===== src/rtl/sseg_xn_ctrl.sv =====
// N-digit multiplexed 7-segment controller for common-anode displays:
// refresh prescaler, leading-zero blanking, decimal points, PWM dimming, lamp test.
module sseg_xn_ctrl #(
    parameter int DIGITS  = 4,
    parameter int CLK_DIV = 100000,
    parameter int DUTY_W  = 3
) (
    input  logic                  clk,
    input  logic                  rst,
    input  logic [4*DIGITS-1:0]   bcd,
    input  logic [DIGITS-1:0]     dp,
    input  logic                  lz_blank,
    input  logic [DUTY_W-1:0]     brightness,
    input  logic                  test,
    output logic [6:0]            sseg_ca,
    output logic                  sseg_dp,
    output logic [DIGITS-1:0]     sseg_an,
    output logic                  slot_tick
);

    localparam int PW = $clog2(CLK_DIV);
    localparam int IW = (DIGITS > 1) ? $clog2(DIGITS) : 1;

    logic [PW-1:0]     presc_q, presc_d;
    logic [IW-1:0]     idx_q, idx_d;
    logic [DUTY_W-1:0] pwm_q, pwm_d;
    logic [DIGITS-1:0] an_q, an_d;
    logic [6:0]        ca_q, ca_d;
    logic              dp_q, dp_d;

    logic [DIGITS-1:0] blank;
    logic [3:0]        cur_bcd;
    logic              pwm_on;
    logic              zero_run;

    function automatic logic [6:0] decode(input logic [3:0] v);
        case (v)
            4'd0:    decode = 7'h40;
            4'd1:    decode = 7'h79;
            4'd2:    decode = 7'h24;
            4'd3:    decode = 7'h30;
            4'd4:    decode = 7'h19;
            4'd5:    decode = 7'h12;
            4'd6:    decode = 7'h02;
            4'd7:    decode = 7'h78;
            4'd8:    decode = 7'h00;
            4'd9:    decode = 7'h10;
            default: decode = 7'h3F;
        endcase
    endfunction

    assign slot_tick = (presc_q == PW'(CLK_DIV - 1));
    assign pwm_on    = (pwm_q <= brightness);
    assign cur_bcd   = bcd[4*idx_q +: 4];

    // Walk from the most significant digit down; a digit is a leading zero
    // only while every digit above it is zero too. Digit 0 always shows.
    always_comb begin
        blank    = '0;
        zero_run = 1'b1;
        for (int i = DIGITS - 1; i >= 0; i--) begin
            zero_run = zero_run && (bcd[4*i +: 4] == 4'h0);
            blank[i] = lz_blank && (i > 0) && zero_run && !dp[i];
        end
    end

    always_comb begin
        presc_d = slot_tick ? '0 : presc_q + 1'b1;
        idx_d   = idx_q;
        if (slot_tick)
            idx_d = (idx_q == IW'(DIGITS - 1)) ? '0 : idx_q + 1'b1;
        pwm_d   = pwm_q + 1'b1;

        // Anodes and cathodes share one register stage, so a slot change
        // never shows the old pattern on the new digit.
        an_d = '1;
        ca_d = 7'h7F;
        dp_d = 1'b1;
        if (test) begin
            an_d = '0;
            ca_d = 7'h00;
            dp_d = 1'b0;
        end else if (!blank[idx_q] && pwm_on) begin
            an_d[idx_q] = 1'b0;
            ca_d        = decode(cur_bcd);
            dp_d        = ~dp[idx_q];
        end
    end

    always_ff @(posedge clk or posedge rst) begin
        if (rst) begin
            presc_q <= '0;
            idx_q   <= '0;
            pwm_q   <= '0;
            an_q    <= '1;
            ca_q    <= 7'h7F;
            dp_q    <= 1'b1;
        end else begin
            presc_q <= presc_d;
            idx_q   <= idx_d;
            pwm_q   <= pwm_d;
            an_q    <= an_d;
            ca_q    <= ca_d;
            dp_q    <= dp_d;
        end
    end

    assign sseg_an = an_q;
    assign sseg_ca = ca_q;
    assign sseg_dp = dp_q;

endmodule

===== config.mk =====
export PLATFORM = sky130hd
export DESIGN_NAME = sseg_xn_ctrl
export DESIGN_NICKNAME = d
export VERILOG_FILES = /design/src/rtl/sseg_xn_ctrl.sv
export SDC_FILE = /design/constraint.sdc
export NUM_CORES = 1
export LEC_CHECK = 0
export CAP_MARGIN = 10
export CORE_MARGIN = 10
export CORE_UTILIZATION = 25
export DETAILED_ROUTE_END_ITERATION = 10
export GPL_TIMING_DRIVEN = 0
export HOLD_SLACK_MARGIN = 0.12
export PLACE_DENSITY = 0.51
export SYNTH_ARGS = -nofsm -noshare
export SYNTH_HDL_FRONTEND = slang
export SYNTH_SLANG_ARGS = --single-unit

===== constraint.sdc =====
create_clock -name clk -period 5.45 [get_ports clk]
set_clock_uncertainty 0.15 [all_clocks]
set_input_delay 1.09 -clock clk [delete_from_list [all_inputs] [get_ports clk]]
set_output_delay 1.09 -clock clk [all_outputs]
set_load 0.02 [all_outputs]

==> results.cfg, run 1 <==
[die]
num_io_pins = 40
die_y_microns = 107
rows = 31
fp.dieW_microns = 107
initial_core_util_pct = 25.9
core_sq_um = 7330
dieArea_sq_um = 11500

[power]
p_per_area_nw_per_um2 = 223
p_leak_nw = 1.06
combPwrFrac_pct = 12.7
max-vdd-ir-drop_uv = 91.8
power_frac_clock_pct = 40.9
switchingPower_mw = 0.131
netSwitchingFraction_pct = 23.0
p_int_mw = 0.437
seqPwrFrac_pct = 46.5

[sta]
relSlewSlack_pct = 52.7
layout_setup_ws_ns = 1.55
setup_viol = 0
hold_viol_final = 0
fin_crit_ns = 3.90
fmax_ghz = 0.257
drv_slew = 0
setup-tns-final_ns = 0
rsz0062_at_grt = no
worst_slew_pin_slew_ns = 0.708
period_share_pct = 71.5

[synth]
synthCells = 176
mappedNetlistArea_sq_um = 1900
synth_seq_cells = 34
ys.flop_type = dfrtp_1
syn_avg_cell_area_sq_um = 10.8
ys_warn_count = 0
ys_top_cells_by_area = dfrtp_1 29%, dfstp_2 17%, ha_1 9.2%
synth_nets = 217
yosys.area.top_type = dfrtp_1
async_reset_ff_share_pct = 100
synth_edf_count = 0
yosysUniqueCellTypes = 37
synth_top_area_share_pct = 29.0
ys_seq_area_share_pct = 45.6

[layout]
final_area_sq_um = 2550
drive_gt1_share_pct = 15.6
diodes = 0
nNetsFinal = 264
fin_util_pct = 34.8
area_growth_pct = 34.6

[placed_design]
place.detailed.hpwl_microns = 3550
gp_congestion = 0.723
io_buffers = 39
place_ws_ns = 1.83
post_dp_cell_area_sq_um = 2440

[routing]
via_count = 1460
ant_nets = 0
drtIter0Drc = 42
viasPerCell = 4.52
drt-wirelength-per-cell_microns = 13.8
first_pass_iters = 4
wirelength_microns = 4450
drcViolationCount = 0

[worst_setup_path]
r2r_end = idx_q[1]
cp-startpoint = presc_q[5]
critPathCapture = slot_tick
timing.rr.start = presc_q[5]
crit_path_start_kind = register
end_kind = primary output
critical_path_class = register to primary output
worstPathMaxFanout = 9
ff2ff_path_depth = 6
crit_arrival_ns = 2.66
reg2reg_slack_ns = 2.91
critPathRequiredTime_ns = 4.21

[flow_run]
maxCapViolations = 0

[min_path]
hp-class = register to register

[clocking]
clockBufferDepth = 2
cts_resized = 0
cts_root_buf = clkbuf_8
ctsHtreeMaxLevel = 2
clk_pin_slew_ns = 0.07
cts_hold_buf = 0
post_cts_buffers = 0
cts_sinks = 34
insertion_delay_ns = 0.29
cts_buffers = 5
tritoncts = yes

[grt]
antenna_found_initial = 0
grt_first_pass_wirelength_microns = 7380
grt_max_degree = 19
grt_usage_pct = 8.03
overflow = 0
grt_pass1_vias = 1497

[outcome]
status = finished, final reports clean
synthesized netlist by cell type, types with 3 or more instances:
cell      number
a31oi_1       10
nand2_1        8
and3_1         4
inv_1         13
ha_1          14
xor2_1        10
or4_1          3
clkbuf_1       5
xnor2_1        4
a21oi_1        5
mux4_2         4
nor2b_1        3
dfstp_2       12
nor2_1        11
nand3_1        5
dfrtp_1       22
o21a_1         3
o21ai_0        9
nand4_1        7
how the worst min path moves through the flow:
stage | start | to | slack, ns | cells after the start
4_1_cts | pwm_q[0] | pwm_q[0] | 0.30 | 1
5_1_grt | pwm_q[0] | pwm_q[0] | 0.32 | 1
6_report | pwm_q[0] | pwm_q[0] | 0.30 | 1
3_5_place_dp | pwm_q[0] | pwm_q[0] | 0.29 | 1
2_1_floorplan | pwm_q[0] | pwm_q[0] | 0.27 | 1
3_3_place_gp | pwm_q[0] | pwm_q[0] | 0.29 | 1
sequential cells by signal (all words and copies together) (netlist names):
register  flops
sseg_ca       7
idx_q         2
pwm_q         3
sseg_an       4
presc_q      17
sseg_dp       1
power by group through the flow:
| stage | clock, mW | sequential, mW | combinational [mW] |
|---|---|---|---|
| 2_1_floorplan | 0 | 0.276 | 0.0245 |
| 3_3_place_gp | 0 | 0.268 | 0.0705 |
| 3_5_place_dp | 0 | 0.269 | 0.0732 |
| 4_1_cts | 0.240 | 0.264 | 0.0735 |
| 5_1_grt | 0.252 | 0.265 | 0.0790 |
| 6_report | 0.232 | 0.264 | 0.0721 |
worst max-delay path: stages, from the launching register on:
cell and delay, ns:
dfrtp_1 0.37, buf_6 0.14, or4b_1 0.51, or4_4 0.51, nor3_1 0.21, clkdlybuf4s50_1 0.64
layer usage:
layer	routed length [microns]	GRT usage, %	vias to the layer above
met4	61	3.19	0
li1	-	-	723
met2	2190	13.1	31
met5	0	0	-
met3	264	2.63	4
met1	1930	9.51	702
placed cells by master, fill, tap and decap left out, types with 4 or more instances in the layout:
master / Yosys / final
nand2_1: 8 / 8
xor2_1: 10 / 10
mux4_2: 4 / 4
dfrtp_1: 22 / 22
xnor2_1: 4 / 4
nand4_1: 7 / 7
clkdlybuf4s50_1: 0 / 39
inv_1: 13 / 13
nand3_1: 5 / 5
a31oi_1: 10 / 10
nor2_1: 11 / 11
o21ai_0: 9 / 9
dfstp_2: 12 / 12
ha_1: 14 / 14
a21oi_1: 5 / 5
clkbuf_8: 0 / 5
clkbuf_1: 5 / 5
and3_1: 4 / 4
cell type report:
cell class	count	area (sq um)
inverter	13	48.8
buffer	8	46.3
multi-input combinational	121	936
clock inverter	3	45.0
tap	99	124
fill	729	4780
timing repair buffer	40	418
clock buffer	5	68.8
sequential	34	866
through the flow:
stage / std cells / hold slack (ns) / total power, mW
3_3_place_gp: 314 / 0.288 / 0.339
6_report: 323 / 0.303 / 0.568
4_1_cts: 323 / 0.302 / 0.577
5_1_grt: 323 / 0.324 / 0.595
3_5_place_dp: 315 / 0.292 / 0.342
2_1_floorplan: 176 / 0.268 / 0.301
kinds of logic (layout without fill, tap and decap cells):
group | count (synthesis) | in the layout | synth area share, %
adder cells (fa/ha/maj) | 14 | 14 | 9.23
flip-flops | 34 | 34 | 45.6
XOR/XNOR | 14 | 14 | 6.46
AO/OA/AOI/OAI | 32 | 32 | 10.3
buffers and inverters | 21 | 69 | 5.01
multiplexers | 9 | 9 | 7.78
AND/OR/NAND/NOR | 52 | 52 | 15.6
No activity file was read; power rests on OpenSTA's default activity.
==> run 2: changes to the inputs <==
--- a/config.mk
+++ b/config.mk
@@ -11,7 +11,7 @@
 export DETAILED_ROUTE_END_ITERATION = 10
 export GPL_TIMING_DRIVEN = 0
 export HOLD_SLACK_MARGIN = 0.12
-export PLACE_DENSITY = 0.51
+export PLACE_DENSITY = 0.53
 export SYNTH_ARGS = -nofsm -noshare
 export SYNTH_HDL_FRONTEND = slang
 export SYNTH_SLANG_ARGS = --single-unit
==> constraint.sdc (replaced) <==
create_clock -name clk -period 3.3 [get_ports clk]
set_clock_uncertainty 0.15 [all_clocks]
set_input_delay 0.66 -clock clk [delete_from_list [all_inputs] [get_ports clk]]
set_output_delay 0.66 -clock clk [all_outputs]
set_load 0.02 [all_outputs]
==> run 2 against run 1 <==
  * First-iteration DRC count increased by 14%
  * Sequential share of layout area is 0.44 points higher
  * Sequential power up 65%
  * Count of clock-buffer cells in the layout increased by 1
  * Worst setup slack worse by 1.4 ns
  * Critical path depth unchanged
  * Non-clock buffer count unchanged
  * Hold slack got worse by 0.010 ns
  * Critical path type unchanged
  * Largest cell class unchanged
==> results.cfg, run 2 (synthesis results as in run 1) <==
[grt]
grt_util_met2_pct = 12.5
gr-usage-met3_pct = 2.16
grt_first_pass_wirelength_microns = 7480
antenna_found_initial = 0
overflow = 0
busiest_layer = met2
grt_pass1_vias = 1485
grt_max_degree = 25
met1_usage_pct = 10.3
grt_usage_pct = 8.08

[flow_run]
maxCapViolations = 0

[worst_setup_path]
crit_arrival_ns = 2.37
slowest_delay_ns = 0.51
cpLargestDelayFamily = simple AND/OR/NAND/NOR gates
worstPathMaxFanout = 9
crit_path_cell_trace = buf_6 -> or4b_1 -> or4_4 -> nor3_1 -> dlygate4sd2_1
end_kind = primary output
crit_slowest_cell = or4b_1
critPathRequiredTime_ns = 2.49
critical_path_class = register to primary output
cp.buffers_inverters = 2
crit_path_start_kind = register

[routing]
first_pass_iters = 4
drtIter0Drc = 48
via_count = 1435
ant_nets = 0
drcViolationCount = 0
viasPerCell = 4.44
drt-wirelength-per-cell_microns = 13.5
wirelength_microns = 4350

[outcome]
status = finished, final reports clean

[placed_design]
gp_congestion = 0.730
io_buffers = 39
place.detailed.hpwl_microns = 3440
post_dp_cell_area_sq_um = 2440

[layout]
area_growth_pct = 32.8
diodes = 0
drive_gt1_share_pct = 15.2
final_cell_mix = 38 x clkdlybuf4s50_1, 22 x dfrtp_1, 14 x ha_1, 13 x inv_1, 12 x dfstp_2
largest_reg_flops = 17
nNetsFinal = 264
fill_cells = 751
final_area_sq_um = 2520
largest-register = presc_q
layout_commonest_cell = clkdlybuf4s50_1

[power]
p_per_area_nw_per_um2 = 335
p_leak_nw = 1.06
p_total_mw = 0.844
max-vdd-ir-drop_uv = 138

[sta]
worst_slew_pin_slew_ns = 0.486
fmax_ghz = 0.314
hold_viol_final = 0
relSlewSlack_pct = 67.6
drv_slew = 0
holdWs_ns = 0.293
setup-tns-final_ns = 0
period_share_pct = 96.4
rsz0062_at_grt = no
fin_crit_ns = 3.18
setup_viol = 0

[clocking]
cts_sinks = 34
insertion_delay_ns = 0.28
clk_pin_slew_ns = 0.07
clockBufferDepth = 2
cts_buffers = 5
cts_root_buf = clkbuf_8
cts_hold_buf = 0
post_cts_buffers = 0
ctsHtreeMaxLevel = 2
tritoncts = yes

[die]
initial_core_util_pct = 25.9
dieArea_sq_um = 11500
num_io_pins = 40
fp.dieW_microns = 107
rows = 31
die_y_microns = 107
core_sq_um = 7330

[min_path]
hp-class = register to register
==> run 2: cell count changes in the layout (fill, tap and decap cells not counted), sizes merged <==
cell,delta
clkdlybuf4s50,-1
bufinv,-1
clkbuf,+1
clkinv,+2
dlygate4sd2,+1
clkinvlp,-2
==> run 2: area by class of cell <==
cell class	count	area, sq um	share of cell area, %
plain buffers	8	46.3	1.84
clock buffers	6	72.6	2.88
clock inverters	2	10.0	0.397
inverters	13	48.8	1.94
multi-input cells	121	936	37.1
flip-flops and latches	34	866	34.4
well taps	99	124	4.92
repair buffers	40	417	16.5
==> run 2: metrics by stage <==
step / instances / util, % / setup slack (ns)
after detailed placement: 315 / 33.3 / 0.0744
final: 323 / 34.4 / 0.118
after global placement: 314 / 32.9 / 0.0696
after floorplan: 176 / - / 0.503
after global routing: 323 / 34.4 / 0.0325
after CTS: 323 / 34.4 / 0.0567
==> run 2: routing by layer <==
layer | part of all wire (%) | vias to the layer above | wire length [microns]
met5 | 0 | - | 0
met4 | 1.6 | 0 | 70
met3 | 4.1 | 4 | 179
met2 | 46 | 35 | 2020
met1 | 48 | 670 | 2080
li1 | - | 726 | -
==> run 2: final timing paths <==
kind                             from     endpoint  slack (ns)  cells past startpoint
max reg2reg                presc_q[5]     idx_q[1]        0.77                      6
max                        presc_q[5]    slot_tick        0.12                      5
min in group asynchronous         rst  presc_q[12]        0.55                      2
min                          pwm_q[0]     pwm_q[0]        0.29                      1
max in group asynchronous         rst   sseg_ca[6]        1.89                      3
min reg2reg                  pwm_q[0]     pwm_q[0]        0.29                      1
==> run 2: worst reg2reg max path, cell delays in order (launching register included) <==
cell	delay [ns]
dfrtp_1	0.37
buf_6	0.13
or4b_1	0.51
or4_4	0.51
nor3_2	0.25
buf_6	0.19
mux2_4	0.30
==> run 2: power by group <==
group	internal, mW	total [mW]	switching, mW
logic	0.0646	0.119	0.0539
registers	0.433	0.436	0.00316
clock network	0.146	0.289	0.143
total	0.644	0.844	0.200
==> run 2: what timing repair did <==
| item | 4_1_cts | 5_1_grt |
|---|---|---|
| resized for setup | 1 | 0 |
| hold endpoints to repair | 0 | 0 |
| endpoints found under the setup margin | 1 | 0 |
==> run 3: changes to the inputs <==
--- a/config.mk
+++ b/config.mk
@@ -9,7 +9,6 @@
 export CORE_MARGIN = 10
 export CORE_UTILIZATION = 25
 export DETAILED_ROUTE_END_ITERATION = 10
-export GPL_TIMING_DRIVEN = 0
 export HOLD_SLACK_MARGIN = 0.12
 export PLACE_DENSITY = 0.53
 export SYNTH_ARGS = -nofsm -noshare
==> run 3 against run 2 <==
  * Sequential share of layout area is 0.12 points higher
  * Via count down 1.5%
  * Wire length hardly changed
  * Critical path depth fell by 1
  * Count of clock-buffer cells in the layout is 2 higher
  * Largest power group unchanged
  * Highest routed layer unchanged
==> results.cfg, run 3 (synthesis results as in run 1) <==
[sta]
setup_viol = 0
fmax_ghz = 0.331
relSlewSlack_pct = 69.2
setup-tns-final_ns = 0
rsz0062_at_grt = no
layout_setup_ws_ns = 0.283
worst_slew_pin_slew_ns = 0.460
fin_crit_ns = 3.02
drv_slew = 0
period_share_pct = 91.4
hold_viol_final = 0

[min_path]
holdPathStages = 1
hp-class = register to register
hold_path_startpoint = pwm_q[0]
min_to = pwm_q[0]

[die]
dieArea_sq_um = 11500
rows = 31
core_sq_um = 7330
die_y_microns = 107
initial_core_util_pct = 25.9
num_io_pins = 40
fp.dieW_microns = 107

[grt]
overflow = 0
grt_usage_pct = 8.02
grt_max_degree = 35
grt_pass1_vias = 1499
grt_first_pass_wirelength_microns = 7400
antenna_found_initial = 0

[clocking]
cts_sinks = 34
cts_root_buf = clkbuf_8
cts_resized = 1
cts_buffers = 5
tritoncts = yes
post_cts_buffers = 0
cts_hold_buf = 0
insertion_delay_ns = 0.28
clk_pin_slew_ns = 0.06
ctsHtreeMaxLevel = 2
clockBufferDepth = 2

[worst_setup_path]
critPathRequiredTime_ns = 2.49
ff2ff_path_depth = 4
slowest_delay_ns = 0.51
reg2reg_slack_ns = 0.83
worstPathMaxFanout = 3
r2r_end = idx_q[0]
timing.rr.start = presc_q[8]
crit_path_cell_trace = or4b_1 -> or4_4 -> nor3_1 -> dlygate4sd2_1
cp-startpoint = presc_q[8]
crit_slowest_cell = or4b_1
critical_path_class = register to primary output
crit_arrival_ns = 2.21
end_kind = primary output
crit_path_start_kind = register

[outcome]
status = finished, final reports clean

[routing]
via_count = 1414
viasPerCell = 4.43
drtIter0Drc = 39
drt-wirelength-per-cell_microns = 13.6
first_pass_iters = 4
wirelength_microns = 4350
ant_nets = 0
drcViolationCount = 0

[power]
p_total_mw = 0.902
p_per_area_nw_per_um2 = 359
p_leak_nw = 1.06
max-vdd-ir-drop_uv = 148

[layout]
final_area_sq_um = 2510
fill_cells = 722
final_cell_mix = 38 x clkdlybuf4s50_1, 22 x dfrtp_1, 14 x ha_1, 13 x inv_1, 12 x dfstp_2
drive_gt1_share_pct = 16.4
largest_reg_flops = 17
diodes = 0
layout_commonest_cell = clkdlybuf4s50_1
area_growth_pct = 32.4
fin_util_pct = 34.3
nNetsFinal = 260
largest-register = presc_q

[placed_design]
place_ws_ns = 0.273
place.detailed.hpwl_microns = 3390
io_buffers = 39
gp_congestion = 0.752
post_dp_cell_area_sq_um = 2400

[flow_run]
maxCapViolations = 0
run 3: changes by cell type in the layout (fill, tap and decap cells not counted):
cell / previous run / this run
buf_6: 2 / 0
clkinv_2: 2 / 0
clkbuf_1: 6 / 0
buf_16: 1 / 0
clkbuf_8: 5 / 8
buf_2: 1 / 0
buf_4: 0 / 5
run 3: how the worst max path moves through the flow:
stage	to	slack, ns
final	slot_tick	0.28
after global placement	slot_tick	0.30
after CTS	slot_tick	0.25
after floorplan	slot_tick	0.50
after detailed placement	slot_tick	0.27
after global routing	slot_tick	0.19
run 3: critical path, delay by kind of cell, from the launching register on:
kind / cells / cell delay (ns)
and+or+nand+nor: 3 / 1.18
DFF: 1 / 0.40
buffers and inverters: 1 / 0.35
run 3: layout make-up:
type | count | area [sq um] | area share, %
Tap cell | 99 | 124 | 4.93
Multi-Input combinational cell | 121 | 936 | 37.3
Sequential cell | 34 | 866 | 34.5
Inverter | 13 | 48.8 | 1.94
Timing Repair Buffer | 44 | 427 | 17.0
Clock buffer | 8 | 110 | 4.38
run 3: metal layers:
layer | track usage [%] | part of all wire, % | up-vias
li1 | - | - | 714
met1 | 10.3 | 48 | 668
met2 | 12.6 | 47 | 30
met3 | 2.22 | 4.0 | 2
met4 | 2.90 | 1.0 | 0
met5 | 0 | 0 | -
run 3: through the flow:
step,hold slack (ns),cells
6_report,0.291,319
2_1_floorplan,0.268,176
4_1_cts,0.298,319
3_5_place_dp,0.290,311
3_3_place_gp,0.285,311
5_1_grt,0.317,319
run 3: report_power, final:
group | internal (mW) | leakage, nW | switching [mW] | total [mW]
clock network | 0.211 | 0.0575 | 0.140 | 0.350
registers | 0.433 | 0.415 | 0.00338 | 0.437
logic | 0.0622 | 0.584 | 0.0529 | 0.115
total | 0.706 | 1.06 | 0.196 | 0.902
==> RTL change: new RTL, settings of run 3 <==
Put one more register stage on the output `sseg_an`. The value now appears one clock later. The other outputs are not delayed to match.
--- a/src/rtl/sseg_xn_ctrl.sv
+++ b/src/rtl/sseg_xn_ctrl.sv
@@ -105,7 +105,9 @@
         end
     end
 
-    assign sseg_an = an_q;
+    always_ff @(posedge clk) begin
+        sseg_an <= an_q;
+    end
     assign sseg_ca = ca_q;
     assign sseg_dp = dp_q;
 
Check against the original RTL: not equivalent (Yosys sat finds a counterexample within 4 cycles, from zero or initial values and one cycle with rst high).
==> RTL change against run 3 <==
  * Fmax is 0.42% higher
  * Worst setup slack better by 13 ps
  * Sequential cell count is 4 higher
  * Synthesized area is 4.2% higher
  * Cell area is 2.1% higher
  * Critical path type unchanged
  * Sequential power is 11% higher
  * Clock power is 17% lower
  * Total power is 0.77% lower
  * Routed wire length is 2.3% lower
  * First-iteration DRC count is 54% higher
  * Hold slack worse by 45 ps
  * Non-clock buffer count stayed put
==> RTL change: results (changes against run 3) <==
- Clk buf depth: 2 (unchanged)
- Hpwl dp: 3350 µm (-1.1%)
- Status: finished, final reports clean
- Ys async rst share: 89.5% (-11 points)
- First-pass GRT wire length: 7210 µm (-2.6%)
- GRT Total Usage: 7.58% (-0.44 points)
- Final WL: 4250 µm (-2.3%)
- Worst R2R End: idx_q[0]$_DFFE_PP0P_
- Clock transition at path regs: 60 ps (about the same)
- Vias in the first global route: 1,511 (+0.80%)
- Area fraction of the dominant cell type after synthesis: 27.8% (-1.2 points)
- Netlist cell types: 38 (+2.7%)
- Worst ir drop on vdd: 0.137 mV (-7.6%)
- Min-delay src: an_q[1]$_DFF_PP1_
- WP data arrival: 2190 ps (-20 ps)
- Met3 WL post-DR: 266 µm (+51%)
- Fill cells: 778 (+7.8%)
- Ant diodes: 0 (unchanged)
- Reg-to-reg slack, setup: 890 ps (+60 ps)
- M1 WL: 2070 µm (-1.4%)
- Synth cell count leaders: dfrtp_1, ha_1, inv_1
- Grt met1 use: 9.57% (-0.68 points)
- Largest net degree at the start of global routing: 35 (unchanged)
- NetSw: 0.198 mW (+0.89%)
- Met2 usage: 11.2% (-1.4 points)
- Post-Place Cells: 318 (+2.3%)
- Via/cell ratio: 4.42 (-0.28%)
- Nets: 264 (+1.5%)
- Cells after Synth: 180 (+2.3%)
- Hold Crit Depth: 0 (-1)
- Post-cts sizing count: 1 (unchanged)
- Seq/Total Area, Yosys: 47.8% (+2.2 points)
- Syn nets: 221 (+1.8%)
- Met3 Use GR: 2.83% (+0.62 points)
- Measured slew at the worst slew-check pin: 490 ps (+30.2 ps)
- Initial drt markers: 60 (+54%)
- Top post-synthesis cells by area: dfrtp_1, dfstp_2, ha_1
- Hold EP: sseg_an[1]$_DFF_P_
- Routability-driven placement congestion ratio: 0.789 (+4.9%)
- Layout cells sized above 1: 14.7% (-1.6 points)
- Fin cells: 326 (+2.2%)
- Met2 wire len: 1860 µm (-8.6%)
- P_clk: 0.291 mW (-17%)
RTL change: changes by cell type after synthesis:
cell / delta
dfxtp_1: +4
RTL change: metrics by stage:
stage / total power [mW] / setup WS, ps / cell area (µm²) / utilization (%) / hold WS (ps)
after floorplan: 0.550 / 503 / 1980 / - / 236
after global placement: 0.614 / 307 / 2490 / 32.2 / 237
after CTS: 0.914 / 261 / 2560 / 33.2 / 247
after detailed placement: 0.616 / 289 / 2490 / 32.2 / 237
after global routing: 0.945 / 193 / 2560 / 33.2 / 255
final: 0.895 / 296 / 2560 / 33.2 / 246
RTL change: final cells by class:
type                       count  area, µm²  area share [%]
clock buffer                   8       80.1            3.12
inverter                      13       48.8            1.90
multi-input combinational    121        936            36.5
sequential                    38        946            36.9
tap                          102        128            4.98
timing repair buffer          44        427            16.6
RTL change: worst max path at each step:
stage / from / endpoint / slack [ps]
after floorplan: presc_q[5]$_DFF_PP0_ / slot_tick / 500
after global placement: presc_q[8]$_DFF_PP0_ / slot_tick / 310
after detailed placement: presc_q[8]$_DFF_PP0_ / slot_tick / 290
after CTS: presc_q[8]$_DFF_PP0_ / slot_tick / 260
after global routing: presc_q[8]$_DFF_PP0_ / slot_tick / 190
final: presc_q[8]$_DFF_PP0_ / slot_tick / 300
RTL change: critical path, stage by stage (launching register included):
cell           delay [ps]
dfrtp_1               390
or4b_1                500
or4_4                 500
nor3_1                170
dlygate4sd2_1         350
RTL change: cell families (layout without fill, tap and decap cells):
family / after synthesis / in the layout / share of synthesized area (%)
AO/OA/AOI/OAI: 32 / 32 / 9.87
XOR/XNOR: 14 / 14 / 6.20
buffers and inverters: 21 / 65 / 4.81
adder cells (fa/ha/maj): 14 / 14 / 8.86
multiplexers: 9 / 9 / 7.47
AND/OR/NAND/NOR: 52 / 52 / 14.9
flip-flops: 38 / 38 / 47.8
